===== src/rtl/wb_pkg.sv =====
// Shared types and constants for the writeback stage of the 16-bit pipeline.
package wb_pkg;
  localparam int DATA_W = 16;
  localparam int REG_W  = 3;
  localparam logic [REG_W-1:0] REG_ZERO = 3'd0;

  typedef struct packed {
    logic              valid;
    logic              regwrite;
    logic [REG_W-1:0]  wreg;
    logic [DATA_W-1:0] data;
  } memwb_t;
endpackage


===== src/rtl/wb_bypass.sv =====
// Write-through bypass for one decode read operand; r0 always reads as zero.
module wb_bypass #(
  parameter int DATA_W = 16,
  parameter int REG_W  = 3
) (
  input  logic [REG_W-1:0]  rd_idx,
  input  logic [DATA_W-1:0] bank_data,
  input  logic              wr_en,
  input  logic [REG_W-1:0]  wr_idx,
  input  logic [DATA_W-1:0] wr_data,
  output logic [DATA_W-1:0] rd_data
);
  import wb_pkg::*;

  always_comb begin
    rd_data = bank_data;
    if (rd_idx == REG_ZERO)
      rd_data = '0;
    else if (wr_en && (wr_idx == rd_idx))
      rd_data = wr_data;
  end
endmodule


===== src/rtl/wb_stage.sv =====
// Writeback stage: MEM/WB register, writeback select, register-bank write port,
// decode bypass and EX forwarding source. Optional retire counter: WB_RETIRE_COUNT_EN.
module wb_stage #(
  parameter int DATA_W = wb_pkg::DATA_W,
  parameter int REG_W  = wb_pkg::REG_W
) (
  input  logic              clock,
  input  logic              reset,
  input  logic              stall,
  input  logic              flush,
  input  logic              valid_in,
  input  logic              RegWrite_in,
  input  logic              MemtoReg_in,
  input  logic [REG_W-1:0]  WriteRegister_in,
  input  logic [DATA_W-1:0] alu_result,
  input  logic [DATA_W-1:0] mem_data,
  input  logic [REG_W-1:0]  rs_id,
  input  logic [REG_W-1:0]  rt_id,
  input  logic [DATA_W-1:0] dado1_bank,
  input  logic [DATA_W-1:0] dado2_bank,
  output logic [DATA_W-1:0] WB,
  output logic [REG_W-1:0]  WriteRegister,
  output logic              RegWrite,
  output logic [DATA_W-1:0] dado1_id,
  output logic [DATA_W-1:0] dado2_id,
  output logic              fw_valid,
  output logic [REG_W-1:0]  fw_reg,
  output logic [DATA_W-1:0] fw_data
`ifdef WB_RETIRE_COUNT_EN
  , output logic [15:0]     retired
`endif
);
  import wb_pkg::*;

  memwb_t memwb_p0;
  memwb_t memwb_p1;
  logic   we_p1;

  // MEM side: writeback value is selected before the register
  always_comb begin
    memwb_p0.valid    = valid_in;
    memwb_p0.regwrite = RegWrite_in;
    memwb_p0.wreg     = WriteRegister_in;
    memwb_p0.data     = MemtoReg_in ? mem_data : alu_result;
  end

  // MEM/WB boundary: flush beats stall so a squashed slot never lingers
  always_ff @(posedge clock) begin
    if (reset || flush)
      memwb_p1 <= '0;
    else if (!stall)
      memwb_p1 <= memwb_p0;
  end

  // WB side: writes to r0 are dropped but the instruction still retires
  assign we_p1         = memwb_p1.valid & memwb_p1.regwrite & (memwb_p1.wreg != REG_ZERO);
  assign WB            = memwb_p1.data;
  assign WriteRegister = memwb_p1.wreg;
  assign RegWrite      = we_p1;

  assign fw_valid = we_p1;
  assign fw_reg   = memwb_p1.wreg;
  assign fw_data  = memwb_p1.data;

  wb_bypass #(.DATA_W(DATA_W), .REG_W(REG_W)) u_bypass_rs (
    .rd_idx    (rs_id),
    .bank_data (dado1_bank),
    .wr_en     (we_p1),
    .wr_idx    (memwb_p1.wreg),
    .wr_data   (memwb_p1.data),
    .rd_data   (dado1_id)
  );

  wb_bypass #(.DATA_W(DATA_W), .REG_W(REG_W)) u_bypass_rt (
    .rd_idx    (rt_id),
    .bank_data (dado2_bank),
    .wr_en     (we_p1),
    .wr_idx    (memwb_p1.wreg),
    .wr_data   (memwb_p1.data),
    .rd_data   (dado2_id)
  );

`ifdef WB_RETIRE_COUNT_EN
  logic [15:0] retired_p1;

  // A stalled instruction is counted once, on the edge it finally leaves WB
  always_ff @(posedge clock) begin
    if (reset)
      retired_p1 <= '0;
    else if (memwb_p1.valid && !stall)
      retired_p1 <= retired_p1 + 16'd1;
  end

  assign retired = retired_p1;
`endif
endmodule

===== config.mk =====
export PLATFORM = sky130hd
export DESIGN_NAME = wb_stage
export DESIGN_NICKNAME = d
export VERILOG_FILES = /design/src/rtl/wb_pkg.sv /design/src/rtl/wb_bypass.sv /design/src/rtl/wb_stage.sv
export SDC_FILE = /design/constraint.sdc
export NUM_CORES = 1
export LEC_CHECK = 0
export ABC_AREA = 0
export CORE_MARGIN = 5
export CORE_UTILIZATION = 70
export CTS_BUF_LIST = sky130_fd_sc_hd__clkbuf_8
export DETAILED_ROUTE_END_ITERATION = 10
export DONT_BUFFER_PORTS = 1
export PLACE_DENSITY = 0.95
export SLEW_MARGIN = 20
export SYNTH_ARGS = -nofsm -noshare
export SYNTH_HDL_FRONTEND = slang
export SYNTH_SLANG_ARGS = --single-unit

===== constraint.sdc =====
create_clock -name clock -period 3.7 [get_ports clock]
set_input_delay 1.11 -clock clock [delete_from_list [all_inputs] [get_ports clock]]
set_output_delay 1.11 -clock clock [all_outputs]
set_load 0.005 [all_outputs]

* Word level (Yosys, flattened, before mapping) *
Index checks and enable logic that the tools add are counted.

storage, ports and cells
  bits in registers = 21
  input bits = 80
  output and inout port bits = 72
  logic and storage cells = 19

cells by class
  equal/unequal tests = 2
  multiplexer cells = 5
  bitwise gates (word level) = 2
  reductions and logical operators = 6

operators by type and width
  cell                 number
  $mux W16             5
  $eq A3 B3 Y1         2
  $logic_not A3 Y1     2
  $reduce_bool A3 Y1   1
  $and A1 B1 Y1        2
  $logic_and A1 B1 Y1  2
  $logic_or A1 B1 Y1   1

* Depth between registers and ports, before layout *
Gate-level depths: netlist of the first run.

  depth after elaboration = 5
  depth in mapped cells = 5
  depth with buffers taken out = 3

* Modules after synthesis *
A second synthesis of the first run with hierarchy kept.

unflattened totals
  cell total of the unflattened synthesis = 246
  area total of the unflattened synthesis = 1984.4 um^2

modules (own cells, without submodules)
  module     times used  cells each  area an instance (um^2)  seq. area each (um^2)
  wb_stage   1           128         1236.2                   420.4
  wb_bypass  2           59          374.1                    0.0

* Least setup slack after synthesis of the first run *
OpenSTA, ideal clock, no wires.

  kind = input -> output
  from = input port rs_id[0]
  to = output port dado1_id[10]
  data arrival time = 1970 ps
  required time = 2590 ps
  path slack = 620 ps
  stages = 5
  buffers on the path = 2
  path through = or3_1 > clkbuf_1 > clkbuf_1 > nand2_1 > mux2i_1

between the ends
  longest elaborated chain between the ends = 4
  elaborated cells between the ends (all ways) = 5
  those cells by class = 1 x eq/ne; 2 x mux; 2 x reduce/logical

RTL lines
  item                 line             source
  from (decl)          wb_stage.sv:17   input logic [REG_W-1:0] rs_id,
  $eq A3 B3 Y1         wb_bypass.sv:19  else if (wr_en && (wr_idx == rd_idx))
  $logic_and A1 B1 Y1  wb_bypass.sv:19
  $mux W16             wb_bypass.sv:19
  $mux W16 (*)         wb_bypass.sv:17  if (rd_idx == REG_ZERO)
  to (decl)            wb_stage.sv:24   output logic [DATA_W-1:0] dado1_id,

Every way passes the cells marked *; elsewhere a longest branch is shown, timed or not.

* Final worst setup path of the first run *
  from = input port rt_id[2]
  to = output port dado2_id[7]

between the ends
  longest elaborated chain between the ends = 4
  elaborated cells between the ends (all ways) = 5
  those cells by class = 1 x eq/ne; 2 x mux; 2 x reduce/logical

RTL lines
  item                 line             source
  from (decl)          wb_stage.sv:18   input logic [REG_W-1:0] rt_id,
  $eq A3 B3 Y1         wb_bypass.sv:19
  $logic_and A1 B1 Y1  wb_bypass.sv:19
  $mux W16             wb_bypass.sv:19
  $mux W16 (*)         wb_bypass.sv:17
  to (decl)            wb_stage.sv:25   output logic [DATA_W-1:0] dado2_id,

Marked as above.

==> results.py, run 1 <==
metrics = {
    "run_status": {
        "status": "finished, final reports clean",
    },
    "synthesis": {
        "synth_area_sq_mm": 0.00183,
        "ys_warn_count": 0,
        "netlist_instances": 225,
        "seq_area_frac_synth_pct": 22.9,
        "syn-num-nets": 305,
        "ys_ff_latch": 21,
        "yosysUniqueCellTypes": 16,
        "synth_area_per_cell_sq_um": 8.15,
    },
    "clocking": {
        "cts_root_buf": "clkbuf_8",
        "cts_setup_buffers": 0,
        "ctsResizeCount": 0,
        "postCtsHoldBufs": 0,
        "cts_max_path_buffers": 2,
        "clk-insertion-delay-late_ns": 0.26,
        "cts.htree.levels": 1,
        "clk_pin_slew_ns": 0.08,
        "clock-sinks": 21,
        "cts_buffers": 3,
        "cts_tree": "done",
    },
    "critical_path": {
        "cpPeakStageDelay_ns": 0.40,
        "reg2reg_from": "WB[9]",
        "endpoint_kind": "output port",
        "rrSetupSlack_ns": 2.83,
        "reg2reg_depth": 2,
        "arrival_ns": 2.11,
        "critPathSlowestCell": "nand4_4",
        "cp.required_ns": 2.59,
        "crit_type": "in2out",
        "critPathMaxFanout": 16,
        "reg2reg_to": "WB[9]",
        "startpoint_type": "input port",
        "crit_chain": "xnor2_1, nand4_4, mux2i_1",
    },
    "grt": {
        "use_met3_pct": 6.29,
        "grt-ovfl-total": 0,
        "grt_pass1_vias": 1397,
        "grt_max_degree": 38,
        "grt_pass1_wl_microns": 6500,
        "grt_usage_pct": 23.2,
        "grt_busiest_layer": "met2",
        "antenna_found_initial": 0,
        "grt.met2_usage_pct": 45.3,
        "grt_use_met1_pct": 23.8,
    },
    "die": {
        "initial_core_util_pct": 73.4,
        "die_w_microns": 61.2,
        "pin_count": 152,
        "coreArea_sq_mm": 0.00250,
        "rows": 18,
        "die_y_microns": 61.2,
        "die-area_sq_mm": 0.00374,
    },
    "place": {
        "place_congestion": 0.685,
        "port_buffers": 0,
        "hpwl_microns": 3560,
    },
    "detailed_routing": {
        "firstDrtPassIters": 4,
        "viasPerCell": 6.74,
        "antenna_left": 0,
        "wire_per_inst_microns": 23.1,
        "routed_wl_microns": 4740,
        "vias": 1382,
        "dr.first_iter.drc_count": 72,
        "drc": 0,
    },
    "sta": {
        "rsz0062_at_grt": "no",
        "fmax_mhz": 311,
        "drv_slew": 0,
        "finalCritPeriodShare_pct": 87.0,
        "whs_ns": 0.552,
        "slew_headroom_pct": 57.4,
        "period_needed_ns": 3.22,
        "tightest_slew_ns": 0.639,
        "fin_tns_setup_ns": 0,
        "finalHoldViolCount": 0,
        "skew_ns": 0,
        "setup_viol": 0,
    },
    "pwr": {
        "leakage_nw": 0.785,
        "peakVddDrop_mv": 0.188,
        "power_density_mw_per_mm2": 310,
    },
    "layout": {
        "antenna_cells": 0,
        "mostFrequentLayoutCells": "mux2i_1 (37), nand2_1 (32), a211oi_1 (32), dfxtp_1 (21), inv_1 (17)",
        "area_growth_syn_to_layout_pct": -15.6,
        "nFillCells": 194,
        "fin_nets": 256,
        "drive_above_1_share_pct": 4.00,
        "final_common_cell": "mux2i_1",
    },
    "hold_path": {
        "hold_path_class": "reg2reg",
        "hold_end": "memwb_p1[19]",
        "whs_path_depth": 2,
        "min_from": "memwb_p1[19]",
    },
    "run": {
        "drv_cap": 0,
    },
}
power breakdown:
group,internal (mW),switching [mW]
Combinational,0.0335,0.0460
Sequential,0.235,0.0124
Clock,0.0740,0.0792
worst max-delay path: cells and delay by family:
kind | cells | cell delay (ns)
and+or+nand+nor | 1 | 0.40
xor gates and xnor gates | 1 | 0.23
muxes | 1 | 0.36
sequential cells by signal, indices dropped and copies added, names as in the netlist:
register       flops
WB                16
WriteRegister      3
memwb_p1           2
per-layer routing:
layer | up-vias | share of wire [%]
met5 | - | 0
met1 | 659 | 35
met4 | 0 | 0.76
met2 | 97 | 52
met3 | 4 | 12
li1 | 622 | -
cells by family after synthesis:
kind of cell	after synthesis	share of synthesized area [%]
muxes	37	20.2
buffers and inverters	70	23.4
AOI/OAI and AO/OA	33	14.3
and+or+nand+nor	58	16.4
xor gates and xnor gates	6	2.86
DFF	21	22.9
synth_stat cells:
master | number | area [sq um]
clkbuf_1 | 9 | 33.8
nand4_4 | 2 | 42.5
nor2_1 | 5 | 18.8
xnor2_1 | 6 | 52.6
a211oi_1 | 32 | 240
o311a_4 | 1 | 21.3
or2_2 | 1 | 6.26
nor2b_1 | 16 | 100
nand2_1 | 32 | 120
buf_6 | 2 | 22.5
inv_1 | 16 | 60.1
buf_4 | 39 | 293
dfxtp_1 | 21 | 420
buf_2 | 4 | 20.0
or3_1 | 2 | 12.5
mux2i_1 | 37 | 370
final cells by class:
| class | count | area (sq um) | share of cell area [%] |
|---|---|---|---|
| multi-input cells | 134 | 985 | 63.6 |
| well taps | 30 | 37.5 | 2.43 |
| flip-flops and latches | 21 | 420 | 27.2 |
| clock inverters | 1 | 3.75 | 0.243 |
| inverters | 16 | 60.1 | 3.88 |
| clock buffers | 3 | 41.3 | 2.67 |
metrics by stage:
step / cell area (sq um) / setup WS [ns] / cells / util (%) / power (mW)
CTS: 1550 / 0.469 / 205 / 61.9 / 0.483
detailed placement: 1500 / 0.474 / 201 / 60.1 / 0.333
floorplan: 1830 / 0.620 / 225 / - / 0.349
global route: 1550 / 0.413 / 205 / 61.9 / 0.503
finish: 1550 / 0.480 / 205 / 61.9 / 0.480
global placement: 1500 / 0.525 / 201 / 60.1 / 0.328
worst max path at each step:
stage | start | endpoint | slack (ns)
2_1_floorplan | rs_id[0] | dado1_id[10] | 0.62
3_3_place_gp | rs_id[2] | dado1_id[9] | 0.52
3_5_place_dp | rs_id[1] | dado1_id[4] | 0.47
4_1_cts | rs_id[1] | dado1_id[4] | 0.47
5_1_grt | rs_id[1] | dado1_id[3] | 0.41
6_report | rt_id[2] | dado2_id[7] | 0.48
Power figures use the tool's default switching activity.
==> run 2: changes to the inputs <==
Settings changed: CORE_AREA set to 3 3 57 59, CORE_MARGIN 5 to unset, CORE_UTILIZATION 70 to unset, DIE_AREA set to 0 0 60 62, PLACE_DENSITY 0.95 to 0.9, TNS_END_PERCENT set to 20.
==> results.py, run 2 (synthesis gave the netlist of run 1 again) <==
metrics = {
    "critical_path": {
        "rrSetupSlack_ns": 2.86,
        "critPathMaxFanout": 16,
        "cp.required_ns": 2.59,
        "arrival_ns": 2.11,
        "cp-startpoint": "rs_id[2]",
        "endpoint_kind": "output port",
        "reg2reg_from": "WB[10]",
        "crit_type": "in2out",
        "startpoint_type": "input port",
    },
    "detailed_routing": {
        "antenna_left": 0,
        "viasPerCell": 6.48,
        "firstDrtPassIters": 4,
        "vias": 1334,
        "routed_wl_microns": 4310,
        "wire_per_inst_microns": 20.9,
        "drc": 0,
        "dr.first_iter.drc_count": 43,
    },
    "place": {
        "pre_cts_slack_ns": 0.468,
        "dpl.cell_count": 202,
        "port_buffers": 0,
        "place_congestion": 0.759,
        "placed_cell_area_sq_mm": 0.00150,
        "hpwl_microns": 3220,
    },
    "sta": {
        "period_needed_ns": 3.22,
        "postLayoutSetupSlackWorst_ns": 0.482,
        "fmax_mhz": 311,
        "finalHoldViolCount": 0,
        "drv_slew": 0,
        "setup_viol": 0,
        "whs_ns": 0.526,
        "rsz0062_at_grt": "no",
        "fin_tns_setup_ns": 0,
        "finalCritPeriodShare_pct": 87.0,
        "tightest_slew_ns": 0.652,
        "skew_ns": 0,
        "slew_headroom_pct": 56.6,
    },
    "grt": {
        "grt_pass1_vias": 1255,
        "grt_pass1_wl_microns": 5820,
        "grt-ovfl-total": 0,
        "antenna_found_initial": 0,
        "grt_max_degree": 38,
        "grt_usage_pct": 21.2,
    },
    "pwr": {
        "pwr-share-seq_pct": 51.8,
        "p_switching_uw": 134,
        "pwr-share-comb_pct": 16.2,
        "power_density_mw_per_mm2": 308,
        "swShare_pct": 27.9,
        "p_int_uw": 345,
        "clkPwrFrac_pct": 32.0,
        "peakVddDrop_mv": 0.216,
        "leakage_nw": 0.780,
    },
    "die": {
        "coreArea_sq_mm": 0.00276,
        "die-area_sq_mm": 0.00372,
        "die_w_microns": 60,
        "pin_count": 152,
        "rows": 19,
        "die_y_microns": 62,
        "initial_core_util_pct": 66.5,
    },
    "layout": {
        "fin_nets": 256,
        "drive_above_1_share_pct": 4.57,
        "mostFrequentLayoutCells": "mux2i_1 (37), nand2_1 (32), a211oi_1 (32), dfxtp_1 (21)",
        "layout.cells.non_filler": 206,
        "final_common_cell": "mux2i_1",
        "area_growth_syn_to_layout_pct": -15.3,
        "stdcell_area_sq_mm": 0.00155,
        "largest_register_ff_count": 16,
        "antenna_cells": 0,
    },
    "hold_path": {
        "min_from": "memwb_p1[19]",
        "hold_path_class": "reg2reg",
    },
    "clocking": {
        "clk_pin_slew_ns": 0.08,
        "cts_max_path_buffers": 2,
        "ctsResizeCount": 0,
        "clock-sinks": 21,
        "clk-insertion-delay-late_ns": 0.26,
        "cts_root_buf": "clkbuf_8",
        "cts_setup_buffers": 0,
        "postCtsHoldBufs": 0,
        "cts_tree": "done",
        "cts_buffers": 3,
        "cts.htree.levels": 1,
    },
    "run_status": {
        "status": "finished, final reports clean",
    },
    "run": {
        "drv_cap": 0,
    },
}
run 2: cell count changes in the layout (fill, tap and decap cells not counted), sizes merged:
cell,delta
clkinvlp,+1
inv,-1
run 2: metal layers:
layer,global-route usage (%),wire length [microns],vias to the layer above
li1,-,-,625
met1,21.0,1550,615
met2,42.9,2330,88
met3,4.55,385,6
met4,7.28,37,0
met5,0,0,-
run 2: cell type report:
class	instances	area, sq um
clock buffers	3	41.3
well taps	31	38.8
multi-input cells	134	985
fillers	254	1200
inverters	16	60.1
clock inverters	1	7.51
flip-flops and latches	21	420
run 2: power by group through the flow:
stage | clock network (mW) | logic (mW) | registers [mW]
after floorplan | 0 | 0.102 | 0.247
after global placement | 0 | 0.0751 | 0.253
after detailed placement | 0 | 0.0785 | 0.253
after CTS | 0.158 | 0.0787 | 0.248
after global routing | 0.165 | 0.0865 | 0.250
final | 0.153 | 0.0775 | 0.248
run 2: worst max-delay path, stage by stage:
cell     delay (ns)
xnor2_1        0.25
nand4_4        0.40
mux2i_1        0.34
run 2: worst paths after layout:
path / cells past startpoint / to
worst max-delay path: 3 / dado1_id[10]
worst min-delay path: 2 / memwb_p1[19]
worst max register to register: 2 / WB[10]
worst min register to register: 2 / memwb_p1[19]
run 2: per-stage QoR:
stage | utilization, % | total power, mW
floorplan | - | 0.349
detailed placement | 54.5 | 0.332
global route | 56.3 | 0.501
CTS | 56.3 | 0.485
global placement | 54.5 | 0.328
finish | 56.3 | 0.478
==> run 3: changes to the inputs <==
Settings changed: CAP_MARGIN set to 20.
==> results of run 3 <==
Final layout, timing and power as in run 2 (identical DEF).
